<file path="src/rtl/shader_seq_ctrl.sv">
// Shader sequencer: fetches instructions from base_pc, broadcasts each one to the
// enabled lanes, stalls after memory ops, and stops on HALT, abort or PC overflow.
module shader_seq_ctrl #(
    parameter int          LANES    = 4,
    parameter int          PC_W     = 8,
    parameter int          MEM_WAIT = 1,
    parameter logic [5:0]  OP_LOAD  = 6'h01,
    parameter logic [5:0]  OP_STORE = 6'h02,
    parameter logic [5:0]  OP_HALT  = 6'h3F
) (
    input  logic             clk,
    input  logic             rst,
    input  logic             start,
    input  logic             abort,
    input  logic [PC_W-1:0]  base_pc,
    input  logic [LANES-1:0] lane_mask,
    output logic [PC_W-1:0]  imem_addr,
    input  logic [31:0]      imem_rdata,
    output logic [31:0]      instr_out,
    output logic [LANES-1:0] lane_valid,
    output logic             busy,
    output logic             done,
    output logic             err,
    output logic [15:0]      issue_cnt
);

    localparam logic [2:0] S_IDLE  = 3'd0;
    localparam logic [2:0] S_FETCH = 3'd1;
    localparam logic [2:0] S_ISSUE = 3'd2;
    localparam logic [2:0] S_WAIT  = 3'd3;
    localparam logic [2:0] S_FIN   = 3'd4;

    localparam logic [PC_W-1:0] PC_MAX = '1;

    logic [2:0]       state;
    logic [PC_W-1:0]  pc;
    logic [LANES-1:0] mask;
    logic [2:0]       wait_cnt;
    logic [31:0]      instr_q;
    logic             err_q;
    logic [15:0]      cnt_q;

    logic [5:0] opcode;
    logic       is_mem;
    logic       issue_now;

    assign opcode    = imem_rdata[31:26];
    assign is_mem    = (opcode == OP_LOAD) || (opcode == OP_STORE);
    // An abort arriving in ISSUE cancels that instruction as well.
    assign issue_now = (state == S_ISSUE) && !abort && (opcode != OP_HALT);

    always_ff @(posedge clk) begin
        // NOTE: state registers use non-blocking assignments so every register
        // samples the pre-edge values, independent of statement order.
        if (rst) begin
            state    <= S_IDLE;
            pc       <= '0;
            mask     <= '0;
            wait_cnt <= '0;
            instr_q  <= '0;
            err_q    <= 1'b0;
            cnt_q    <= '0;
        end else if (abort && state != S_IDLE) begin
            state <= S_IDLE;
        end else begin
            case (state)
                S_IDLE: begin
                    if (start) begin
                        if (lane_mask != '0) begin
                            pc    <= base_pc;
                            mask  <= lane_mask;
                            err_q <= 1'b0;
                            cnt_q <= '0;
                            state <= S_FETCH;
                        end else begin
                            state <= S_FIN;
                        end
                    end
                end
                S_FETCH: state <= S_ISSUE;
                S_ISSUE: begin
                    if (opcode == OP_HALT) begin
                        state <= S_FIN;
                    end else begin
                        instr_q <= imem_rdata;
                        if (cnt_q != 16'hFFFF) cnt_q <= cnt_q + 16'd1;
                        if (pc == PC_MAX) begin
                            err_q <= 1'b1;
                            state <= S_FIN;
                        end else begin
                            pc <= pc + 1'b1;
                            if (is_mem) begin
                                wait_cnt <= 3'(MEM_WAIT - 1);
                                state    <= S_WAIT;
                            end else begin
                                state <= S_FETCH;
                            end
                        end
                    end
                end
                S_WAIT: begin
                    if (wait_cnt == '0) state <= S_FETCH;
                    else                wait_cnt <= wait_cnt - 3'd1;
                end
                S_FIN:   state <= S_IDLE;
                default: state <= S_IDLE;
            endcase
        end
    end

    assign imem_addr  = pc;
    assign lane_valid = issue_now ? mask : '0;
    assign instr_out  = issue_now ? imem_rdata : instr_q;
    assign busy       = (state != S_IDLE);
    assign done       = (state == S_FIN) && !abort;
    assign err        = err_q;
    assign issue_cnt  = cnt_q;

endmodule

</file>
<file path="config.mk">
export PLATFORM = sky130hd
export DESIGN_NAME = shader_seq_ctrl
export DESIGN_NICKNAME = d
export VERILOG_FILES = /design/src/rtl/shader_seq_ctrl.sv
export SDC_FILE = /design/constraint.sdc
export NUM_CORES = 1
export LEC_CHECK = 0
export CAP_MARGIN = 10
export CORE_MARGIN = 2
export CORE_UTILIZATION = 40
export DETAILED_ROUTE_END_ITERATION = 10
export PLACE_DENSITY_LB_ADDON = 0.15
export SYNTH_ARGS = -nofsm -noshare
export SYNTH_HDL_FRONTEND = slang
export SYNTH_SLANG_ARGS = --single-unit
</file>
<file path="constraint.sdc">
create_clock -name clk -period 3.6 [get_ports clk]
set_input_delay 0.54 -clock clk [delete_from_list [all_inputs] [get_ports clk]]
set_output_delay 0.54 -clock clk [all_outputs]
set_load 0.02 [all_outputs]
</file>
==> impl_results.rst <==
.. list-table::
   :header-rows: 1

   * - Metric
     - Value
   * - Root Driver
     - sky130_fd_sc_hd__clkbuf_8
   * - Max Fanout on Critical Path
     - 21
   * - Total Neg Setup Slack
     - 0 ns
   * - Seq cells post-synth
     - 67
   * - Fraction of the cycle the final worst path needs
     - 90.17%
   * - Instance count of the mapped netlist
     - 367
   * - Syn nets
     - 419
   * - Clock tree from TritonCTS
     - yes
   * - Worst Path Buf+Inv
     - 3
   * - Combined area of all synthesized cells
     - 0.003435 mm^2
   * - Max-slew headroom at the worst pin
     - 54.03%
   * - Worst reg2reg path endpoint
     - imem_addr[4]
   * - Dominant register cell in the synthesized netlist
     - sky130_fd_sc_hd__dfxtp_1
   * - Post-route total power
     - around 1.6 mW
   * - Remaining global-route overflow
     - 0
   * - Final-report hold violation count
     - 0
   * - Routability-driven placement congestion ratio
     - 0.8221
   * - Max Clock Skew
     - 0.01130 ns
   * - Hold worst-path end
     - wait_cnt[0]
   * - Kind of cell with the highest combined delay on the critical path
     - buffers and inverters
   * - Highest ir drop seen on vdd
     - around 0.16 mV
   * - Postcts setup bufs
     - 0
   * - Average via count per standard cell
     - 5.473
   * - Static leakage power
     - between 1.5 and 2 nW
   * - Slowest CP cell
     - sky130_fd_sc_hd__clkdlybuf4s50_1
   * - Clock transition at the register clock pins on the worst setup and hold paths after CTS
     - 0.07 ns
   * - Time the final worst path needs with I/O delays and setup
     - 3.246 ns
   * - Number of standard-cell rows in the floorplan
     - 33
   * - Initial antenna violation count
     - 0
   * - Num CTS Buffers
     - 9
   * - Clock H-tree levels
     - 3
   * - Crit end category
     - output port
   * - Via count of the first global-routing pass
     - ~3100
   * - Number of clock sinks
     - 67
   * - Max Buffers Root-to-Sink
     - 2
   * - Fraction of layout cells with a size suffix above 1
     - 15.51%
   * - Die height
     - 96.66 um
   * - Post-layout net count
     - between 500 and 600
   * - Post-detailed-route count of antenna-violating nets
     - 0
   * - Floorplan core area
     - 0.008258 mm^2
   * - Synthesized area per cell
     - 9.358 um^2
   * - Register area share after synthesis
     - 39.05%
   * - Transition time at the pin with the least slew margin
     - 0.6895 ns
   * - Diode count
     - 0
   * - Per-cell routed wire length
     - between 15 and 20 um
   * - GRT Total Usage
     - 19.85%
   * - CP arrival
     - 2.71 ns
   * - Clock latency on the worst-skew pair
     - 0.34 ns
   * - Number of enable-type register cells in the synthesized netlist
     - 0
   * - Post-DP Area
     - 0.004626 mm^2
   * - Start-to-end type of the worst setup path
     - in -> out
   * - Cell repeated most along the worst path
     - sky130_fd_sc_hd__clkdlybuf4s50_1
   * - R2R Setup Slk
     - 1.12 ns
   * - PortBufs
     - 110
   * - Layout filler cell count
     - 768
   * - Placed cells
     - 566
   * - Cell Chain, Critical Path
     - clkdlybuf4s50_1, nand2_1, o31ai_4, buf_4, mux2_2, clkdlybuf4s50_1
   * - Number of distinct library cells after synthesis
     - 54
   * - Count of final max-slew check failures
     - 0
   * - Data required, critical path
     - 3.06 ns
   * - Startpoint type of the worst setup path
     - primary input
   * - Initial core utilization
     - between 40% and 50%
   * - Pwr dens
     - 331.5 mW/mm^2
   * - Min-Delay Path Depth
     - 1
   * - R2R Path Start
     - state[0]
   * - Highest attainable clock frequency
     - 308.0 MHz
   * - Maxcap violations
     - 0
   * - Startpoint of the lowest-slack hold path
     - wait_cnt[0]
   * - Number of cell instances on the worst register-to-register path
     - 5
   * - Unrepaired setup endpoints after global routing
     - false
   * - Largest net degree at the start of global routing
     - 33
   * - Number of endpoints failing setup at the final stage
     - 0
   * - Vias post-DR
     - 3185
   * - Largest stage delay on the critical path
     - roughly 0.55 ns
   * - Total iterations of the first detailed-routing run
     - 4
   * - Hold/Removal Path Class
     - reg -> reg
   * - Final wirelength
     - a little over 9000 um
   * - Number of primary I/O pins
     - ~110
   * - Non-Filler Instances
     - 582
   * - Proportion of synthesized flip-flops having asynchronous set or reset
     - 0%
   * - Status
     - completed
   * - Drt initial violations
     - 134
   * - Wire length of the first global-routing pass
     - 15460 um
   * - Smallest setup slack after layout
     - 0.3537 ns
   * - DRC violation count after routing
     - 0
   * - Resized Gates After CTS
     - 0
   * - Final cell area excluding filler cells
     - around 0.0048 mm^2
   * - Horizontal die dimension
     - 96.66 um
   * - Yosys warnings
     - 0
   * - Area Overhead vs Synth
     - 39.93%
   * - Setup slack at placement
     - 0.3394 ns
   * - Total die area
     - 0.009343 mm^2
   * - Detailed Place HPWL
     - roughly 6400 um
   * - Hold_buf cts
     - 0
-- cell families after synthesis --
kind of cell    count (synthesis)  synth area share, %
simple gates                  141                22.62
compound gates                 84                20.15
flops                          67                39.05
mux                            38                12.28
buf+inv                        32                4.189
fa+ha+maj                       4                1.457
xor+xnor                        1               0.2551
-- cell usage after synthesis, types with 2 or more instances --
| cell | instances | share of area [%] |
|---|---|---|
| sky130_fd_sc_hd__nand4b_1 | 2 | 0.51 |
| sky130_fd_sc_hd__o31ai_1 | 9 | 2.0 |
| sky130_fd_sc_hd__o21a_1 | 2 | 0.44 |
| sky130_fd_sc_hd__buf_2 | 7 | 1.0 |
| sky130_fd_sc_hd__inv_1 | 7 | 0.77 |
| sky130_fd_sc_hd__and3_1 | 13 | 2.4 |
| sky130_fd_sc_hd__clkbuf_1 | 15 | 1.6 |
| sky130_fd_sc_hd__mux2i_1 | 5 | 1.5 |
| sky130_fd_sc_hd__o311ai_0 | 6 | 1.5 |
| sky130_fd_sc_hd__o311ai_2 | 5 | 2.4 |
| sky130_fd_sc_hd__a41o_1 | 2 | 0.58 |
| sky130_fd_sc_hd__o41ai_1 | 3 | 0.77 |
| sky130_fd_sc_hd__nor3_1 | 9 | 1.3 |
| sky130_fd_sc_hd__nand2_1 | 19 | 2.1 |
| sky130_fd_sc_hd__o41ai_2 | 5 | 2.4 |
| sky130_fd_sc_hd__a21oi_1 | 15 | 2.2 |
| sky130_fd_sc_hd__nor3b_1 | 2 | 0.44 |
| sky130_fd_sc_hd__or3_1 | 2 | 0.36 |
| sky130_fd_sc_hd__a31oi_1 | 6 | 1.1 |
| sky130_fd_sc_hd__nor2_1 | 29 | 3.2 |
| sky130_fd_sc_hd__buf_6 | 2 | 0.66 |
| sky130_fd_sc_hd__nand4_1 | 7 | 1.3 |
| sky130_fd_sc_hd__dfxtp_1 | 67 | 39 |
| sky130_fd_sc_hd__o21ai_0 | 12 | 1.7 |
| sky130_fd_sc_hd__a2bb2oi_1 | 2 | 0.51 |
| sky130_fd_sc_hd__nand3_1 | 11 | 1.6 |
| sky130_fd_sc_hd__nor4_1 | 3 | 0.55 |
| sky130_fd_sc_hd__or4_1 | 2 | 0.44 |
| sky130_fd_sc_hd__and2_1 | 33 | 6.0 |
| sky130_fd_sc_hd__ha_1 | 4 | 1.5 |
| sky130_fd_sc_hd__o211ai_1 | 6 | 1.3 |
| sky130_fd_sc_hd__mux2_2 | 33 | 11 |
-- sequential cells by signal, indices dropped and copies added, names as in the netlist --
signal	cells
err	1
imem_addr	8
instr_q	32
issue_cnt	16
mask	4
state	3
wait_cnt	3
-- worst max path at each step --
stage	start	end	cells after the start
2_1_floorplan	imem_rdata[27]	instr_out[10]	4
3_3_place_gp	imem_rdata[27]	instr_out[8]	6
3_5_place_dp	imem_rdata[27]	instr_out[9]	6
4_1_cts	imem_rdata[27]	instr_out[8]	6
5_1_grt	imem_rdata[27]	instr_out[20]	6
6_report	imem_rdata[27]	instr_out[8]	6
-- where the power goes --
part	switching (mW)	leakage [nW]	internal (mW)	total (mW)
combinational	0.119	1.21	0.121	0.240
clock	0.289	0.0884	0.286	0.574
sequential	0.0199	0.542	0.759	0.779
total	0.428	1.84	1.17	1.59
-- worst register-to-register path: stages (launching register included) --
cell and delay [ns]:
sky130_fd_sc_hd__dfxtp_1 0.44, sky130_fd_sc_hd__or3b_1 0.68, sky130_fd_sc_hd__buf_4 0.33, sky130_fd_sc_hd__o22ai_2 0.38
sky130_fd_sc_hd__nand2b_1 0.27, sky130_fd_sc_hd__o31ai_1 0.29
-- cell type report --
type                       count  area [um^2]  share of cell area (%)
timing repair buffer         119         1169                   24.32
multi-input combinational    268         1958                   40.74
clock inverter                 4        25.02                  0.5207
tap                          105        131.4                   2.734
clock buffer                  12        155.1                   3.228
sequential                    67         1341                   27.91
inverter                       7        26.28                  0.5467
-- layer usage --
layer / GRT usage (%) / wire length, um / part of all wire, % / up-vias
met5: 0 / 0 / 0 / -
met4: 4.875 / 76 / 0.83 / 0
met3: 4.552 / 553 / 6.1 / 6
met2: 32.26 / 4348 / 48 / 118
met1: 26.79 / 4157 / 46 / 1487
li1: - / - / - / 1574
-- through the flow --
stage / util [%] / hold WS [ns]
after global routing: 58.20 / 0.4814
after floorplan: - / 0.4129
final: 58.20 / 0.4395
after global placement: 56.02 / 0.4260
after CTS: 58.20 / 0.4423
after detailed placement: 56.02 / 0.4322
-- placed cells by master, fill, tap and decap left out, drive strengths merged, types with 3 or more instances in the layout --
cell type,instances
o31ai,10
inv,7
nor2,29
and3,13
nand4,7
mux2,33
nor4,3
a31oi,6
nand3,11
nor3,10
o21ai,12
buf,9
ha,4
mux2i,5
nand2,19
clkdlybuf4s50,110
o41ai,8
o211ai,6
a21oi,16
dfxtp,67
and2,33
o311ai,11
clkbuf,12
Power figures use the tool's default switching activity.
